## config.mk

```make
export PLATFORM = sky130hd
export DESIGN_NAME = branch_arb
export DESIGN_NICKNAME = d
export VERILOG_FILES = /design/src/rtl/branch_arb.sv
export SDC_FILE = /design/constraint.sdc
export NUM_CORES = 1
export LEC_CHECK = 0
export CAP_MARGIN = 20
export CORE_AREA = 8 8 69 130
export CTS_CLUSTER_DIAMETER = 30
export CTS_CLUSTER_SIZE = 10
export DETAILED_ROUTE_END_ITERATION = 7
export DIE_AREA = 0 0 77 138
export GPL_ROUTABILITY_DRIVEN = 0
export PLACE_DENSITY = 0.8
export SYNTH_ARGS = -nofsm -noshare
export SYNTH_HDL_FRONTEND = slang
export SYNTH_SLANG_ARGS = --single-unit
export TNS_END_PERCENT = 1
```

## constraint.sdc

```tcl
create_clock -name clk -period 5.3 [get_ports clk]
set_input_delay 1.06 -clock clk [delete_from_list [all_inputs] [get_ports clk]]
set_output_delay 1.06 -clock clk [all_outputs]
set_load 0.05 [all_outputs]
```

## src/rtl/branch_arb.sv

```systemverilog
// branch_arb: two requesters share a single RV32I branch comparator.
// Each requester owns a one-entry result slot. A round-robin arbiter grants
// at most one request per cycle, and the comparator result is registered into
// the granted slot, so the response appears one cycle after the grant.
//
// Ports
//   clk, rst                  clock, asynchronous active-high reset
//   reqN_valid/_a/_b/_op      requester N compare request (funct3 encoding)
//   reqN_ready                grant to requester N (combinational)
//   respN_valid/_taken/_illegal  result slot N contents
//   respN_ready               consumer N pops slot N
//   flush                     synchronous cancel of held and incoming work
//   taken_cnt                 saturating count of taken results since reset
module branch_arb #(
  parameter int CNT_W = 16
) (
  input  logic             clk,
  input  logic             rst,
  input  logic             req0_valid,
  input  logic [31:0]      req0_a,
  input  logic [31:0]      req0_b,
  input  logic [2:0]       req0_op,
  output logic             req0_ready,
  input  logic             req1_valid,
  input  logic [31:0]      req1_a,
  input  logic [31:0]      req1_b,
  input  logic [2:0]       req1_op,
  output logic             req1_ready,
  output logic             resp0_valid,
  output logic             resp0_taken,
  output logic             resp0_illegal,
  input  logic             resp0_ready,
  output logic             resp1_valid,
  output logic             resp1_taken,
  output logic             resp1_illegal,
  input  logic             resp1_ready,
  input  logic             flush,
  output logic [CNT_W-1:0] taken_cnt
);

  // Returns {illegal, taken}. Ops 010/011 are not branches.
  function automatic logic [1:0] br_eval(input logic [2:0]  op,
                                         input logic [31:0] a,
                                         input logic [31:0] b);
    logic signed [31:0] sa;
    logic signed [31:0] sb;
    sa = a;
    sb = b;
    case (op)
      3'b000:  br_eval = {1'b0, a == b};
      3'b001:  br_eval = {1'b0, a != b};
      3'b100:  br_eval = {1'b0, sa < sb};
      3'b101:  br_eval = {1'b0, sa >= sb};
      3'b110:  br_eval = {1'b0, a < b};
      3'b111:  br_eval = {1'b0, a >= b};
      default: br_eval = 2'b10;
    endcase
  endfunction

  function automatic logic [CNT_W-1:0] sat_inc(input logic [CNT_W-1:0] v);
    sat_inc = (&v) ? v : v + CNT_W'(1);
  endfunction

  logic             full0_q, full0_d, full1_q, full1_d;
  logic             taken0_q, taken0_d, taken1_q, taken1_d;
  logic             ill0_q, ill0_d, ill1_q, ill1_d;
  logic             last_q, last_d;   // 1: requester 1 was granted last
  logic [CNT_W-1:0] cnt_q, cnt_d;

  logic        elig0, elig1, grant0, grant1;
  logic [2:0]  sel_op;
  logic [31:0] sel_a, sel_b;
  logic [1:0]  res;

  // A full slot can still accept when its consumer pops in the same cycle.
  assign elig0 = req0_valid & ~flush & (~full0_q | resp0_ready);
  assign elig1 = req1_valid & ~flush & (~full1_q | resp1_ready);

  // On a tie the requester not granted last wins.
  assign grant0 = elig0 & (~elig1 | last_q);
  assign grant1 = elig1 & (~elig0 | ~last_q);

  assign req0_ready = grant0;
  assign req1_ready = grant1;

  // The shared comparator only sees the granted requester's operands.
  assign sel_op = grant1 ? req1_op : req0_op;
  assign sel_a  = grant1 ? req1_a  : req0_a;
  assign sel_b  = grant1 ? req1_b  : req0_b;
  assign res    = br_eval(sel_op, sel_a, sel_b);

  always_comb begin
    full0_d  = full0_q;
    full1_d  = full1_q;
    taken0_d = taken0_q;
    taken1_d = taken1_q;
    ill0_d   = ill0_q;
    ill1_d   = ill1_q;
    last_d   = last_q;
    cnt_d    = cnt_q;
    if (flush) begin
      full0_d  = 1'b0;
      full1_d  = 1'b0;
      taken0_d = 1'b0;
      taken1_d = 1'b0;
      ill0_d   = 1'b0;
      ill1_d   = 1'b0;
    end else begin
      if (grant0) begin
        full0_d  = 1'b1;
        taken0_d = res[0];
        ill0_d   = res[1];
      end else if (resp0_ready) begin
        full0_d  = 1'b0;
      end
      if (grant1) begin
        full1_d  = 1'b1;
        taken1_d = res[0];
        ill1_d   = res[1];
      end else if (resp1_ready) begin
        full1_d  = 1'b0;
      end
      if (grant0 | grant1) begin
        last_d = grant1;
        if (res[0]) cnt_d = sat_inc(cnt_q);
      end
    end
  end

  always_ff @(posedge clk or posedge rst) begin
    if (rst) begin
      full0_q  <= 1'b0;
      full1_q  <= 1'b0;
      taken0_q <= 1'b0;
      taken1_q <= 1'b0;
      ill0_q   <= 1'b0;
      ill1_q   <= 1'b0;
      last_q   <= 1'b1;
      cnt_q    <= '0;
    end else begin
      full0_q  <= full0_d;
      full1_q  <= full1_d;
      taken0_q <= taken0_d;
      taken1_q <= taken1_d;
      ill0_q   <= ill0_d;
      ill1_q   <= ill1_d;
      last_q   <= last_d;
      cnt_q    <= cnt_d;
    end
  end

  assign resp0_valid   = full0_q;
  assign resp0_taken   = taken0_q;
  assign resp0_illegal = ill0_q;
  assign resp1_valid   = full1_q;
  assign resp1_taken   = taken1_q;
  assign resp1_illegal = ill1_q;
  assign taken_cnt     = cnt_q;

endmodule

```

---- Word level (Yosys, flattened, before mapping) ----
Index checks and enable logic that the tools add are counted.
cells by class
  eq/ne operators ......................... 7
  add/sub/neg operators ................... 1
  bitwise operators ....................... 18
  reductions and logical operators ........ 8
  multiplexer cells ....................... 18
  order comparisons ....................... 4
operators by type and width
  operator                 count
  $ge A32 B32 Y1           2
  $lt A32 B32 Y1           2
  $mux W32                 2
  $eq A32 B32 Y1           1
  $ne A32 B32 Y1           1
  $add A16 B1 Y16 const B  1
  $reduce_and A16 Y1       1
  $mux W1                  14
  $eq A3 B3 Y1 const B     4
  $pmux W2 S6              1
  $not A1 Y1               7
  $and A1 B1 Y1            6
  $reduce_bool A3 Y1       2
  $or A1 B1 Y1             5
  $reduce_and A4 Y1        1
  $reduce_bool A2 Y1       2
  $eq A3 B1 Y1 const B     1
  $logic_not A3 Y1         1
  $mux W3                  1
  $reduce_and A2 Y1        1
word-level totals
  flip-flop bits (word level) ............. 23
  input bits .............................. 141
  output and inout bits ................... 24
  word-level logic and storage cells ...... 64

---- Depth between registers and ports, before layout ----
Gate-level depths: netlist of the first run.
  depth in word-level cells ............... 11
  gate-level depth with buffers ........... 19
  depth with buffers taken out ............ 14

---- Worst setup path after synthesis of the first run ----
No wires, ideal clock.
  path type ............................... in2reg
  start ................................... input port resp1_ready
  end ..................................... register cnt_q[8], in the netlist taken_cnt[8]
  path buffers ............................ 5
  stages .................................. 19
  setup slack ............................. 326 ps
  data arrival time ....................... 4832 ps
  library setup time ...................... 142 ps
  required time ........................... 5158 ps
  cells stage by stage .................... nand2b_1 > nand2_1 > a311oi_2 > buf_2 > buf_1 > buf_2 > mux2i_1 > ha_1 > nand4_1 > nor4_1 > o21ai_0 > a41o_1 > a31oi_1 > o32a_2 > o21ba_1 > buf_6 > buf_12 > nand4_2 > xnor2_1
between the ends
  word-level cells in the longest chain between the ends .. 7
  elaborated cells between the ends (all ways) .. 24
  classes of those cells .................. order compare (4); eq/ne (7); mux (4); bitwise (7); reduce/logical (2)
ends and longest elaborated chain
  what                                          RTL line  text
  start: declaration                            36        input logic resp1_ready,
  $or A1 B1 Y1 *                                77        assign elig1 = req1_valid & ~flush & (~full1_q | resp1_ready);
  $and A1 B1 Y1 *                               77
  $and A1 B1 Y1 *                               81        assign grant1 = elig1 & (~elig0 | ~last_q);
  via req1_ready                                28        output logic req1_ready,
  $mux W32, or another cell as far along        88        assign sel_a = grant1 ? req1_a : req0_a;
  $ge A32 B32 Y1, or another cell as far along  55        3'b111: br_eval = {1'b0, a >= b};
  $pmux W2 S6                                   49        case (op)
  $reduce_and A4 Y1 (no source line) *          --
  end signal: assignment                        148       cnt_q <= cnt_d;
  end: declaration                              68        logic [CNT_W-1:0] cnt_q, cnt_d;
Mark *: on every way through the listed nets, which the timed path passes. The rest lies on a longest branch.
A chain may end at the register's enable or synchronous reset.

---- Final worst setup path of the first run ----
  start ................................... input port resp1_ready
  end ..................................... register cnt_q[3], in the netlist taken_cnt[3]
between the ends
  word-level cells in the longest chain between the ends .. 7
  elaborated cells between the ends (all ways) .. 24
  classes of those cells .................. order compare (4); eq/ne (7); mux (4); bitwise (7); reduce/logical (2)
ends and longest elaborated chain
  what                                                RTL line
  $or A1 B1 Y1 *                                      77
  $and A1 B1 Y1 *                                     77
  $and A1 B1 Y1 / $not A1 Y1 (equally long branches)  81, 80
  $mux W32, or another cell as far along              88
  $ge A32 B32 Y1, or another cell as far along        55
  $pmux W2 S6 / $or A1 B1 Y1 (equally long branches)  49, 123
  $reduce_and A4 Y1 (no source line) *                --
Mark *: on every way between the ends. The rest lies on a longest branch, timed or not.

==> results.py, run 1 <==
metrics = {
    "setup_path": {
        "critPathLaunchType": "primary input",
        "critPathLaunch": "resp1_ready",
        "critPathMaxFanout": 18,
        "crit_buf_inv": 4,
        "slowest_stage": "clkdlybuf4s50_1",
        "rr_startpoint": "resp1_valid$_DFFE_PP0P_",
        "critPathTopFamily": "simple AND/OR/NAND/NOR gates",
        "slowest_delay_ps": 450,
        "critical_path_class": "primary input to flip-flop",
        "worstPathArrival_ps": 5070,
        "path_cells": "clkdlybuf4s50_1 -> nand2b_1 -> nand2_1 -> a311oi_4 -> buf_4 -> buf_12 -> mux2_2 -> ha_1 -> nand4_2 -> or2_0 -> or3_1 -> a41o_1 -> a31oi_1 -> o32a_2 -> o21ba_1 -> buf_4 -> nand4_2 -> xnor2_1",
        "cp-end-kind": "flip-flop",
        "required_ps": 5430,
    },
    "final_layout": {
        "drive_above_1_share_pct": 14.63,
        "nNetsFinal": 626,
        "utilization_pct": 63.15,
        "area_growth_syn_to_layout_pct": 70.60,
        "final_area_um2": 4589,
        "diodes": 0,
    },
    "placement": {
        "io_buffers": 164,
        "post_dp_cell_area_um2": 4477,
        "preCtsSetupSlack_ps": 34.22,
        "hpwlAfterDp_mm": 8.553,
    },
    "die": {
        "start_util_pct": 37.02,
        "dieWidth_um": 77,
        "fp.coreArea_um2": 7267,
        "fp.dieH_um": 138,
        "num_io_pins": 165,
        "dieArea_um2": 10630,
        "row_count": 44,
    },
    "grt": {
        "grt_pass1_wl_mm": 15.45,
        "antenna_found_initial": 0,
        "grt_usage_pct": 17.65,
        "grt_max_degree": 36,
        "grt_pass1_vias": 3108,
        "grt_overflow": 0,
    },
    "timing": {
        "slew_headroom_pct": 43.29,
        "worst_pin_slew_ps": 849.6,
        "final-max-slew-violation-count": 0,
        "tns_ps": 0,
        "setup_violations": 0,
        "min_period_over_period_pct": 93.13,
        "clock_skew_ps": 3.429,
        "rsz0062_at_grt": "false",
        "setup_ws_ps": 364.1,
        "max_freq_mhz": 202.6,
        "hold_violations": 0,
        "fin_crit_ps": 4936,
    },
    "yosys": {
        "avgSynthCellArea_um2": 9.539,
        "synth-simple-area-share_pct": 16.09,
        "synth_compound_area_share_pct": 11.16,
        "netlist_instances": 282,
        "synth_top_area_share_pct": 20.47,
        "seq_area_frac_synth_pct": 21.44,
        "synth_fa_ha_area_share_pct": 15.35,
        "synth_fp_nets": 456,
        "synthDistinctLibCells": 48,
        "ys_warn_count": 0,
        "synthTopCellsByArea": "dfrtp_1 (20%), ha_1 (15%), mux2_2 (14%), mux2i_1 (13%), xnor2_1 (3.9%)",
        "ys_ff_latch": 23,
        "synth_top_area_cell": "dfrtp_1",
        "synth.most_common_cell": "mux2i_1",
        "synth_edf_count": 0,
        "synth_mux_area_share_pct": 27.26,
        "ys.flop_type": "dfrtp_1",
        "syn_area_um2": 2690,
        "synth_top_family_by_area": "multiplexers",
        "synth_xor_area_share_pct": 4.884,
        "synthArstFlopShare_pct": 100.0,
        "synth_common_cells": "mux2i_1 (35), mux2_2 (34), ha_1 (33)",
    },
    "cts": {
        "path_clk_slew_ps": 60,
        "cts.htree.levels": 1,
        "cts.sinks": 23,
        "clockBufferDepth": 2,
        "cts_buffers": 3,
        "cts_tree": "done",
        "clk_latency_ps": 250,
        "hold_buffers": 0,
        "cts_root_buf": "clkbuf_16",
    },
    "drt": {
        "wl_per_cell_um": 18.50,
        "drtPass1Iterations": 4,
        "ant_nets": 0,
        "num_vias": 2829,
        "wirelength_mm": 10.05,
        "drt_iter0_drc": 99,
        "drc": 0,
        "vias_per_cell": 5.210,
    },
    "power": {
        "p_leak_nw": 1.891,
        "cellPowerDensity_nw_per_um2": 189.1,
        "max-vdd-ir-drop_mv": 0.3180,
    },
    "hold_path": {
        "hold_start": "taken_cnt[4]$_DFFE_PP0P_",
        "hold_path_class": "flip-flop to flip-flop",
    },
    "outcome": {
        "status": "completed",
    },
    "run": {
        "drv_cap": 0,
    },
}
[report_power, final]
part	total (mW)	switching [mW]	internal, mW
logic	0.472	0.226	0.246
registers	0.236	0.0347	0.201
clock network	0.161	0.0593	0.101
total	0.868	0.320	0.548
[path summary, 6_finish.rpt]
check | slack (ps) | depth (start not counted) | endpoint
min in group asynchronous | 1290 | 2 | taken_cnt[2]$_DFFE_PP0P_
worst max-delay path | 360 | 18 | taken_cnt[3]$_DFFE_PP0P_
worst min register to register | 510 | 1 | taken_cnt[4]$_DFFE_PP0P_
worst min-delay path | 510 | 1 | taken_cnt[4]$_DFFE_PP0P_
max in group asynchronous | 3480 | 2 | taken_cnt[9]$_DFFE_PP0P_
worst max register to register | 1250 | 17 | taken_cnt[3]$_DFFE_PP0P_
[stage by stage]
step	power (mW)	hold slack (ps)	std cells
after floorplan	0.4959	500.2	282
after global placement	0.6936	482.1	537
after detailed placement	0.7039	489.8	537
after CTS	0.8666	505.0	541
after global routing	0.9173	525.6	543
final	0.8678	506.1	543
[logic make-up after synthesis]
group,after synthesis
simple gates,76
mux,69
compound gates,47
fa+ha+maj,33
flops,23
buf+inv,19
xor+xnor,15
[what timing repair did]
action,CTS,global route
setup endpoints to repair,0,1
gates resized for setup,0,0
setup buffers,0,1
[layer usage]
metal,share of wire [%],routed length (µm),GRT usage [%]
met5,0,0,0
met4,1.8,185,4.509
met3,6.7,671,4.286
met2,54,5406,34.31
met1,38,3783,17.74
[worst register-to-register path, cell delays in order, from the launching register on]
cell and delay (ps):
dfrtp_1 390, nand2b_1 100, nand2_1 130, a311oi_4 210, buf_4 190, buf_12 160, mux2_2 350, ha_1 320
nand4_2 150, or2_0 260, or3_1 400, a41o_1 230, a31oi_1 170, o32a_2 180, o21ba_1 210, buf_4 200
nand4_2 120, xnor2_1 150
[placed cells by master (no fill, tap or decap), types with 2 or more instances in the layout]
| cell | count |
|---|---|
| clkdlybuf4s50_1 | 164 |
| mux2i_1 | 35 |
| mux2_2 | 34 |
| ha_1 | 33 |
| dfrtp_1 | 22 |
| nand2_1 | 21 |
| a21oi_1 | 17 |
| o21ai_0 | 14 |
| xnor2_1 | 12 |
| buf_4 | 11 |
| nand4_1 | 10 |
| nor2_1 | 9 |
| inv_1 | 7 |
| nand2b_1 | 6 |
| nand3_1 | 5 |
| nand3b_1 | 4 |
| and3_1 | 4 |
| clkbuf_16 | 4 |
| nand4_2 | 3 |
| and2_2 | 3 |
| xor2_1 | 3 |
| nor3_1 | 2 |
| and3_2 | 2 |
| a31oi_1 | 2 |
| and4b_1 | 2 |
[state kept, by name, indices dropped and copies added (netlist names)]
name / flops
taken_cnt: 16
last_q: 1
resp0_illegal: 1
resp0_taken: 1
resp0_valid: 1
resp1_illegal: 1
resp1_taken: 1
resp1_valid: 1
[layout make-up]
class	instances	area (µm²)
fillers	626	2678
multi-input cells	240	2022
repair buffers	177	1769
flip-flops and latches	23	576.8
well taps	92	115.1
clock buffers	3	75.07
inverters	7	26.28
clock inverters	1	5.005
(Power assumes the default switching activity.)
==> run 2, diff against run 1 <==
Settings changed: GPL_ROUTABILITY_DRIVEN 0 to unset.
==> results of run 2 <==
The final DEF is identical to that of run 1; final timing and power are the same.
